[src/rtl/sram_arbiter_if.sv]
// Requester-side bus for sram_arbiter: a level request held until the
// one-cycle ack, plus the latched command fields and the returned read data.
interface sram_arbiter_if #(
    parameter int unsigned AW = 19,
    parameter int unsigned DW = 16
) ();
    logic          req;
    logic          we;
    logic [AW-1:0] addr;
    logic [DW-1:0] wdata;
    logic [DW-1:0] rdata;
    logic          ack;

    modport master (output req, we, addr, wdata, input rdata, ack);
    modport slave  (input req, we, addr, wdata, output rdata, ack);
endinterface

[src/rtl/sram_arbiter.sv]
// Round-robin two-port arbiter and strobe sequencer for a 512Kx16 async SRAM.
// Every SRAM-side output and ack comes straight from a flop.
module sram_arbiter #(
    parameter int unsigned AW   = 19,
    parameter int unsigned DW   = 16,
    parameter int unsigned WAIT = 2
) (
    input  logic          clk,
    input  logic          rst,
    sram_arbiter_if.slave p0,
    sram_arbiter_if.slave p1,
    output logic          busy,
    output logic [AW-1:0] ram_adr,
    output logic [DW-1:0] ram_dat_o,
    output logic          ram_dat_oe,
    input  logic [DW-1:0] ram_dat_i,
    output logic          ram_cs_n,
    output logic          ram_oe_n,
    output logic          ram_we_n
);
    localparam int unsigned   CW   = 4;
    localparam logic [CW-1:0] LAST = CW'(WAIT - 1);

    typedef enum logic [1:0] {IDLE, SETUP, ACCESS, HOLD} state_t;

    state_t        state;
    state_t        state_nxt;
    logic [CW-1:0] cnt;
    logic          grant;
    logic          last_grant;
    logic          we_q;

    logic sel_c;
    logic start_c;
    logic last_acc_c;
    logic txn_we_c;

    logic cs_n_d;
    logic oe_n_d;
    logic we_n_d;
    logic dat_oe_d;
    logic busy_d;
    logic ack0_d;
    logic ack1_d;

    // State register
    always_ff @(posedge clk or posedge rst) begin
        if (rst) state <= IDLE;
        else     state <= state_nxt;
    end

    // Next state and grant selection; contention goes to the port not served last
    always_comb begin
        state_nxt  = state;
        sel_c      = 1'b0;
        start_c    = 1'b0;
        last_acc_c = (cnt == LAST);
        case (state)
            IDLE: begin
                if (p0.req || p1.req) begin
                    start_c   = 1'b1;
                    sel_c     = (p0.req && p1.req) ? ~last_grant : p1.req;
                    state_nxt = SETUP;
                end
            end
            SETUP:   state_nxt = ACCESS;
            ACCESS:  if (last_acc_c) state_nxt = HOLD;
            HOLD:    state_nxt = IDLE;
            default: state_nxt = IDLE;
        endcase
    end

    // Strobe values for the state being entered, so they can be registered
    always_comb begin
        cs_n_d   = 1'b1;
        oe_n_d   = 1'b1;
        we_n_d   = 1'b1;
        dat_oe_d = 1'b0;
        busy_d   = 1'b0;
        ack0_d   = 1'b0;
        ack1_d   = 1'b0;
        txn_we_c = start_c ? (sel_c ? p1.we : p0.we) : we_q;
        case (state_nxt)
            SETUP: begin
                cs_n_d   = 1'b0;
                busy_d   = 1'b1;
                dat_oe_d = txn_we_c;
            end
            ACCESS: begin
                cs_n_d   = 1'b0;
                busy_d   = 1'b1;
                dat_oe_d = txn_we_c;
                oe_n_d   = txn_we_c;
                we_n_d   = ~txn_we_c;
            end
            HOLD: begin
                cs_n_d   = 1'b0;
                busy_d   = 1'b1;
                dat_oe_d = txn_we_c;
                ack0_d   = ~grant;
                ack1_d   = grant;
            end
            default: ;
        endcase
    end

    always_ff @(posedge clk or posedge rst) begin
        if (rst) begin
            ram_cs_n   <= 1'b1;
            ram_oe_n   <= 1'b1;
            ram_we_n   <= 1'b1;
            ram_dat_oe <= 1'b0;
            busy       <= 1'b0;
            p0.ack     <= 1'b0;
            p1.ack     <= 1'b0;
        end else begin
            ram_cs_n   <= cs_n_d;
            ram_oe_n   <= oe_n_d;
            ram_we_n   <= we_n_d;
            ram_dat_oe <= dat_oe_d;
            busy       <= busy_d;
            p0.ack     <= ack0_d;
            p1.ack     <= ack1_d;
        end
    end

    // Command latch at the grant edge; requesters may change fields afterwards
    always_ff @(posedge clk or posedge rst) begin
        if (rst) begin
            grant      <= 1'b0;
            last_grant <= 1'b1;
            we_q       <= 1'b0;
            ram_adr    <= '0;
            ram_dat_o  <= '0;
        end else if (start_c) begin
            grant      <= sel_c;
            last_grant <= sel_c;
            we_q       <= txn_we_c;
            ram_adr    <= sel_c ? p1.addr : p0.addr;
            ram_dat_o  <= sel_c ? p1.wdata : p0.wdata;
        end
    end

    always_ff @(posedge clk or posedge rst) begin
        if (rst)                              cnt <= '0;
        else if (state == ACCESS && !last_acc_c) cnt <= cnt + CW'(1);
        else                                  cnt <= '0;
    end

    // Read data captured on the edge that closes the last OE-low cycle
    always_ff @(posedge clk or posedge rst) begin
        if (rst) begin
            p0.rdata <= '0;
            p1.rdata <= '0;
        end else if (state == ACCESS && last_acc_c && !we_q) begin
            if (grant) p1.rdata <= ram_dat_i;
            else       p0.rdata <= ram_dat_i;
        end
    end
endmodule

[src/flat_wrapper.sv]
// flat-port wrapper written by rule: the top's interface ports become plain ports
module sram_arbiter_flat 
#(
    parameter int unsigned AW   = 19,
    parameter int unsigned DW   = 16,
    parameter int unsigned WAIT = 2
)
  (clk, rst, busy, ram_adr, ram_dat_o, ram_dat_oe, ram_dat_i, ram_cs_n, ram_oe_n, ram_we_n, p0_req, p0_we, p0_addr, p0_wdata, p0_rdata, p0_ack, p1_req, p1_we, p1_addr, p1_wdata, p1_rdata, p1_ack);
  sram_arbiter_if #(.AW(AW), .DW(DW)) p0_i ();
  sram_arbiter_if #(.AW(AW), .DW(DW)) p1_i ();
  input  logic clk;
  input  logic rst;
  output logic busy;
  output logic [AW-1:0] ram_adr;
  output logic [DW-1:0] ram_dat_o;
  output logic ram_dat_oe;
  input  logic [DW-1:0] ram_dat_i;
  output logic ram_cs_n;
  output logic ram_oe_n;
  output logic ram_we_n;
  input wire logic [$bits(p0_i.req)-1:0] p0_req;
  input wire logic [$bits(p0_i.we)-1:0] p0_we;
  input wire logic [$bits(p0_i.addr)-1:0] p0_addr;
  input wire logic [$bits(p0_i.wdata)-1:0] p0_wdata;
  output wire logic [$bits(p0_i.rdata)-1:0] p0_rdata;
  output wire logic [$bits(p0_i.ack)-1:0] p0_ack;
  input wire logic [$bits(p1_i.req)-1:0] p1_req;
  input wire logic [$bits(p1_i.we)-1:0] p1_we;
  input wire logic [$bits(p1_i.addr)-1:0] p1_addr;
  input wire logic [$bits(p1_i.wdata)-1:0] p1_wdata;
  output wire logic [$bits(p1_i.rdata)-1:0] p1_rdata;
  output wire logic [$bits(p1_i.ack)-1:0] p1_ack;
  assign p0_i.req = p0_req;
  assign p0_i.we = p0_we;
  assign p0_i.addr = p0_addr;
  assign p0_i.wdata = p0_wdata;
  assign p0_rdata = p0_i.rdata;
  assign p0_ack = p0_i.ack;
  assign p1_i.req = p1_req;
  assign p1_i.we = p1_we;
  assign p1_i.addr = p1_addr;
  assign p1_i.wdata = p1_wdata;
  assign p1_rdata = p1_i.rdata;
  assign p1_ack = p1_i.ack;
  sram_arbiter #(.AW(AW), .DW(DW), .WAIT(WAIT)) u_core (.clk(clk), .rst(rst), .p0(p0_i), .p1(p1_i), .busy(busy), .ram_adr(ram_adr), .ram_dat_o(ram_dat_o), .ram_dat_oe(ram_dat_oe), .ram_dat_i(ram_dat_i), .ram_cs_n(ram_cs_n), .ram_oe_n(ram_oe_n), .ram_we_n(ram_we_n));
endmodule
[config.mk]
export PLATFORM = sky130hd
export DESIGN_NAME = sram_arbiter_flat
export DESIGN_NICKNAME = d
export VERILOG_FILES = /design/src/rtl/sram_arbiter_if.sv /design/src/rtl/sram_arbiter.sv /design/src/flat_wrapper.sv
export SDC_FILE = /design/constraint.sdc
export NUM_CORES = 1
export LEC_CHECK = 0
export ABC_AREA = 1
export CAP_MARGIN = 30
export CORE_MARGIN = 2
export CORE_UTILIZATION = 42
export CTS_CLUSTER_DIAMETER = 40
export DETAILED_ROUTE_END_ITERATION = 16
export GPL_ROUTABILITY_DRIVEN = 0
export HOLD_SLACK_MARGIN = 0.06
export MAX_ROUTING_LAYER = met4
export PLACE_DENSITY = 0.9
export SYNTH_ARGS = -nofsm -noshare
export SYNTH_HDL_FRONTEND = slang
export SYNTH_SLANG_ARGS = --single-unit
[constraint.sdc]
create_clock -name clk -period 3.1 [get_ports clk]
set_input_delay 0.62 -clock clk [delete_from_list [all_inputs] [get_ports clk]]
set_output_delay 0.62 -clock clk [all_outputs]
set_load 0.1 [all_outputs]
==> results.yml, run 1 <==
final_layout:
  area_delta_synth_final_pct: 44.9
  num-nets-final: 647
  final_common_cell: "clkdlybuf4s50_1"
  layout_common_cells: "91 x clkdlybuf4s50_1, 86 x nand2_1, 79 x dfrtp_1"
  num_antenna_cells: 0
  layout-drive-gt1-share_pct: 26.5
critical_path:
  reg2reg_depth: 7
  crit_required_ns: 3.31
  r2r-start: "u_core.state[0]"
  critical_path.max_fanout: 32
  critPathKind: "flip-flop to flip-flop"
  startpoint_type: "flip-flop"
  r2r_slack_ns: 1.03
  cp.arrival_ns: 2.28
  crit_path_end_kind: "flip-flop"
  cp-startpoint: "u_core.state[0]"
  crit_path_end: "u_core.p1.rdata[0]"
  worstReg2RegEnd: "u_core.p1.rdata[0]"
global_route:
  grt_max_degree: 42
  grt_pass1_wl_mm: 15.5
  antenna_found_initial: 0
  grt_overflow: 0
  gr-usage-all-layers_pct: 20.4
  grt_pass1_vias: 3273
sta:
  clock.fmax_ghz: 0.483
  setup_violations: 0
  final-max-slew-violation-count: 0
  hold_violations: 0
  fin_ws_ns: 1.03
  rsz0062_at_grt: "false"
  fin_crit_sh_pct: 66.8
  setup_tns_ns: 0
  period_needed_ns: 2.07
  relSlewSlack_pct: 48.8
  skew_ns: 0.00912
  tightest_slew_ns: 0.767
synthesis:
  synth_top_area_share_pct: 53.3
  synthCells: 390
  yosys-top-cells-area: "dfrtp_1 53%, nand2_1 8.7%, a21oi_1 7.2%"
  synth_seq_area_share_pct: 56.1
  synth_cell_types: 21
  ys.warnings.count: 0
  yosysTopAreaCell: "dfrtp_1"
  synth_nets: 487
  synth_area_sq_um: 3710
  avgSynthCellArea_sq_um: 9.51
  ys_ff_latch: 83
clocking:
  cts_sinks: 83
  clk_pin_slew_ns: 0.08
  cts_buffer_depth: 2
  htreeDepth: 3
  numCtsBuffers: 9
  cts_resized: 0
  root_buffer: "clkbuf_8"
  clk_latency_ns: 0.35
  cts_hold_buf: 0
  postCtsSetupBuffers: 0
  cts_tree: "built"
placement:
  dp_slack_ns: 0.834
  portBuffers: 165
  dpl.hpwl_mm: 7.06
outcome:
  status: "complete, no violations"
routing:
  drtAntennaViolNets: 0
  wire_per_inst_microns: 14.4
  via_count: 3271
  drc: 0
  firstDrtPassIters: 4
  routed_wl_mm: 9.54
  vias_per_cell: 4.93
  drt-initial-drc-count: 146
worst_hold_path:
  hold_path_class: "flip-flop to flip-flop"
flow_run:
  maxCapViolCount: 0
floorplan:
  die_w_microns: 98.0
  dieArea_sq_um: 9600
  initial_utilization_pct: 43.0
  fp-row-count: 34
  ioPinCount: 166
  fp.coreArea_sq_um: 8640
  die_h_microns: 98.0
## through the flow
step	utilization, %	hold slack, ns	instances	instance area (sq um)
CTS	62.3	0.471	663	5380
finish	62.3	0.472	663	5380
global placement	59.7	0.461	647	5150
floorplan	-	0.442	390	3710
detailed placement	59.7	0.458	647	5150
global route	62.3	0.487	663	5380
## synth_stat cells, drive strengths merged
| cell | count |
|---|---|
| inv | 32 |
| nand3 | 6 |
| a21oi | 71 |
| nor2 | 44 |
| buf | 21 |
| o21ai | 34 |
| or2 | 2 |
| clkinv | 1 |
| dfrtp | 79 |
| ha | 5 |
| nand2 | 90 |
| dfstp | 4 |
| xnor2 | 1 |
## flip-flops by register name (all words and copies together), names as in the netlist, 2 cells and up
name / cells
u_core.state: 2
u_core.ram_adr: 19
u_core.p0.rdata: 16
u_core.cnt: 4
u_core.ram_dat_o: 16
u_core.p1.rdata: 16
## layout make-up
type	count	area [sq um]
Fill cell	705	3260
Sequential cell	83	2080
Clock buffer	9	124
Multi-Input combinational cell	253	1290
Timing Repair Buffer	170	1520
Tap cell	108	135
Inverter	33	126
Clock inverter	7	98.8
## routing by layer
metal  GRT usage, %  vias to the layer above  routed length [microns]
li1               -                     1565                        -
met1           25.4                     1549                     3960
met2           32.8                      133                     4710
met3           4.22                       24                      632
met4           8.44                        0                      240
met5              -                        -                        0
## critical path, stage by stage, from the launching register on
cell and delay, ns:
dfrtp_1 0.38, inv_1 0.13, ha_1 0.19, inv_1 0.06
nor2_1 0.18, nand3_2 0.63, nand2_1 0.29, o21ai_2 0.08
## cell families (layout without fill, tap and decap cells)
group	Yosys count	after routing	synth area share [%]
simple gates	142	142	15.2
xor+xnor	1	1	0.236
flops	83	83	56.1
buf+inv	54	219	9.00
compound gates	105	105	17.7
fa+ha+maj	5	5	1.69
## how the worst min path moves through the flow
stage | end | cells past startpoint | from | slack (ns)
global route | u_core.last_grant | 2 | u_core.last_grant | 0.49
global placement | u_core.last_grant | 2 | u_core.last_grant | 0.46
floorplan | u_core.p0.ack | 1 | u_core.grant | 0.44
detailed placement | u_core.last_grant | 2 | u_core.last_grant | 0.46
CTS | u_core.last_grant | 2 | u_core.last_grant | 0.47
finish | u_core.last_grant | 2 | u_core.last_grant | 0.47
Power of run 1 is not shown: default switching activity piles up to over one toggle a cycle in this logic, so the estimate is an artifact.
==> run 2: changes to the inputs <==
Clock period 3.1 ns to 2.1 ns, I/O delays scaled along.
==> run 2 against run 1 <==
Sequential share of layout area is 0.28 points lower. Via count is 0.95% lower. Count of clock-buffer cells in the layout stayed put. First-iteration DRC count is 6.8% higher. Setup slack worse by 0.67 ns.
==> results.yml, run 2 (synthesis results as in run 1) <==
outcome:
  status: "complete, no violations"
final_layout:
  final_common_cell: "clkdlybuf4s50_1"
  postLayoutCellArea_sq_um: 5420
  num-nets-final: 650
  layout-drive-gt1-share_pct: 26.9
  top_register: "u_core.ram_adr"
  largest_reg_flops: 19
  layout_common_cells: "91 x clkdlybuf4s50_1, 86 x nand2_1, 79 x dfrtp_1"
  stdcell_count: 666
  num_antenna_cells: 0
  area_delta_synth_final_pct: 46.0
global_route:
  antenna_found_initial: 0
  grt_overflow: 0
  grt_pass1_wl_mm: 15.5
  grt_max_degree: 84
  grt_pass1_vias: 3209
  gr-usage-all-layers_pct: 20.7
clocking:
  htreeDepth: 3
  postCtsSetupBuffers: 0
  cts_tree: "built"
  cts_hold_buf: 0
  numCtsBuffers: 9
  clk_pin_slew_ns: 0.08
  root_buffer: "clkbuf_8"
  cts_resized: 0
  cts_sinks: 83
  clk_latency_ns: 0.36
  cts_buffer_depth: 2
sta:
  tightest_slew_ns: 0.478
  setup_tns_ns: 0
  setup_violations: 0
  fin_crit_sh_pct: 83.1
  rsz0062_at_grt: "false"
  relSlewSlack_pct: 68.1
  period_needed_ns: 1.74
  hold-worst-slack_ns: 0.484
  final-max-slew-violation-count: 0
  skew_ns: 0.0132
  clock.fmax_ghz: 0.573
  hold_violations: 0
critical_path:
  r2r_slack_ns: 0.36
  startpoint_type: "flip-flop"
  crit_required_ns: 2.34
  cp.arrival_ns: 1.98
  worstReg2RegEnd: "u_core.ram_dat_o[1]"
  reg2reg_depth: 8
  critical_path.max_fanout: 35
  critPathKind: "flip-flop to flip-flop"
  crit_path_end_kind: "flip-flop"
  r2r-start: "u_core.state[0]"
routing:
  drt-initial-drc-count: 156
  firstDrtPassIters: 4
  wire_per_inst_microns: 14.4
  via_count: 3240
  drc: 0
  vias_per_cell: 4.86
  drtAntennaViolNets: 0
  routed_wl_mm: 9.57
worst_hold_path:
  whs_endpoint: "u_core.p0.ack"
  hp-start: "u_core.grant"
  min_delay_path_depth: 1
  hold_path_class: "flip-flop to flip-flop"
floorplan:
  fp.coreArea_sq_um: 8640
  dieArea_sq_um: 9600
  ioPinCount: 166
  die_h_microns: 98.0
  initial_utilization_pct: 43.0
  fp-row-count: 34
  die_w_microns: 98.0
placement:
  dp.cells: 650
  dpl.hpwl_mm: 6.93
  placed_area_sq_um: 5220
  portBuffers: 165
flow_run:
  maxCapViolCount: 0
run 2: metal layers:
metal  share of wire (%)  GRT usage, %  vias up  wire length, microns
met5                   0             -        -                     0
met4                 1.8          7.48        0                   173
met3                 6.9          4.22       19                   662
met2                  49          33.7      128                  4730
met1                  42          25.8     1523                  4000
li1                    -             -     1570                     -
run 2: worst max-delay path by stage:
stage,cells after the start,to,slack (ns),startpoint
floorplan,8,u_core.p0.rdata[5],0.70,u_core.state[0]
global placement,6,u_core.ram_dat_o[11],0.19,p0_req
detailed placement,6,u_core.ram_dat_o[1],0.13,p0_req
CTS,8,u_core.ram_dat_o[1],0.35,u_core.state[0]
global route,8,u_core.ram_adr[2],0.19,u_core.state[0]
finish,8,u_core.ram_dat_o[1],0.36,u_core.state[0]
run 2: worst max-delay path, stage by stage, from the launching register on:
cell,delay (ns)
dfrtp_1,0.37
inv_1,0.10
ha_1,0.23
nand2_1,0.08
inv_2,0.04
nand2_2,0.11
clkinv_2,0.40
nand2_1,0.21
a21oi_1,0.09
run 2: stage by stage:
step	utilization [%]	setup slack, ns
final	62.7	0.355
after CTS	62.7	0.350
after global routing	62.7	0.192
after floorplan	-	0.701
after global placement	60.4	0.188
after detailed placement	60.4	0.133
run 2: layout make-up:
cell class | count | area [sq um]
clock inverter | 7 | 75.1
inverter | 33 | 129
fill | 693 | 3220
clock buffer | 9 | 124
multi-input combinational | 253 | 1290
tap | 108 | 135
sequential | 83 | 2080
timing repair buffer | 173 | 1580
Power of run 2 is left out for the same reason.
==> run 3: changes to the inputs <==
Settings changed: CORE_UTILIZATION 42 to 38, PLACE_DENSITY 0.9 to 0.86.
Clock period 2.1 ns to 1.47 ns, I/O delays scaled along.
==> run 3 against run 2 <==
The flow now finishes with violations (setup timing). Sequential cell count unchanged. Critical path depth is 1 higher. Clock skew grew 0.0047 ns. Sequential share of layout area is 9.2 points lower. Count of clock-buffer cells in the layout up 1. First-iteration DRC count fell by 5.8%.
==> results.yml, run 3 (synthesis results as in run 1) <==
routing:
  via_count: 3559
  routed_wl_mm: 12.8
  firstDrtPassIters: 4
  vias_per_cell: 4.97
  drc: 0
  wire_per_inst_microns: 17.9
  drtAntennaViolNets: 0
  drt-initial-drc-count: 147
outcome:
  failed_checks: "setup timing"
  status: "finished, violations left"
sta:
  rsz0062_at_grt: "true"
  period_needed_ns: 1.49
  hold_violations: 0
  setup_violations: 8
  skew_ns: 0.0179
  fin_ws_ns: -0.0170
  tightest_slew_ns: 0.371
  relSlewSlack_pct: 75.0
  final-max-slew-violation-count: 0
  setup_tns_ns: -0.0612
  clock.fmax_ghz: 0.672
  fin_crit_sh_pct: 101
flow_run:
  maxCapViolCount: 0
floorplan:
  die_h_microns: 103
  fp.coreArea_sq_um: 9640
  fp-row-count: 36
  initial_utilization_pct: 38.5
  dieArea_sq_um: 10600
  die_w_microns: 103
  ioPinCount: 166
clocking:
  htreeDepth: 3
  cts_buffer_depth: 2
  clk_pin_slew_ns: 0.10
  clk_latency_ns: 0.35
  numCtsBuffers: 9
  root_buffer: "clkbuf_8"
  cts_sinks: 83
  cts_tree: "built"
critical_path:
  cp.arrival_ns: 1.75
  startpoint_type: "flip-flop"
  crit_path_end_kind: "flip-flop"
  critical_path.max_fanout: 7
  critPathKind: "flip-flop to flip-flop"
  crit_required_ns: 1.74
placement:
  portBuffers: 165
  placed_area_sq_um: 6340
  dpl.hpwl_mm: 8.39
final_layout:
  num-nets-final: 675
  top_register: "u_core.ram_adr"
  layout_common_cells: "91 x clkdlybuf4s50_1, 83 x buf_12, 79 x dfrtp_1"
  layout-drive-gt1-share_pct: 42.5
  postLayoutCellArea_sq_um: 7110
  final_common_cell: "clkdlybuf4s50_1"
  num_antenna_cells: 0
  area_delta_synth_final_pct: 91.8
  largest_reg_flops: 19
global_route:
  grt_pass1_wl_mm: 17.4
  gr-usage-all-layers_pct: 22.0
  antenna_found_initial: 0
  grt_overflow: 0
  grt_max_degree: 33
  grt_pass1_vias: 3590
worst_hold_path:
  hold_path_class: "primary input to async pin"
[run 3: path summary, 6_finish.rpt]
kind                            startpoint                  end  slack (ns)  cells after the start
max reg2reg                u_core.state[0]  u_core.ram_dat_o[1]       -0.02                      9
max in group asynchronous              rst    u_core.ram_adr[6]        0.79                      3
max                        u_core.state[0]  u_core.ram_dat_o[1]       -0.02                      9
min in group clk              u_core.grant        u_core.p0.ack        0.49                      1
min                                    rst      u_core.state[1]        0.39                      3
min reg2reg                   u_core.grant        u_core.p0.ack        0.49                      1
[run 3: cell type report]
class / count / area, sq um
repair buffers: 198 / 2870
fillers: 605 / 2520
multi-input cells: 253 / 1620
well taps: 133 / 166
clock inverters: 6 / 95.1
flip-flops and latches: 83 / 2080
clock buffers: 10 / 138
inverters: 33 / 145
[run 3: routing by layer]
layer	vias up	global-route usage [%]	share of wire (%)
met2	164	39.9	55
met5	-	-	0
met4	0	6.38	3.0
li1	1627	-	-
met3	33	4.68	6.0
met1	1735	24.3	36
[run 3: timing repair]
action / 4_1_cts / 5_1_grt
endpoints found under the setup margin: 69 / 70
pin swaps: 1 / 29
buffers inserted: 1 / 3
resized for setup: 9 / 95
hold buffers: 0 / 0
cloned: 1 / 5
[run 3: metrics by stage]
step                instances  hold WS (ns)  setup WS, ns  util [%]
floorplan                 390         0.434        0.0706         -
global placement          690         0.456        -0.143      65.7
detailed placement        690         0.465        -0.205      65.7
CTS                       708         0.389        0.0153      68.8
global route              716         0.413       -0.0839      73.8
finish                    716         0.387       -0.0170      73.8
[run 3: worst max-delay path, stage by stage (launching register included)]
cell and delay (ns):
dfrtp_1 0.41, inv_2 0.10, ha_4 0.16, nand2_4 0.06, inv_4 0.08, nand2_8 0.11
clkinv_8 0.12, clkbuf_16 0.16, nand2_1 0.05, a21oi_1 0.15
Power of run 3 is left out for the same reason.
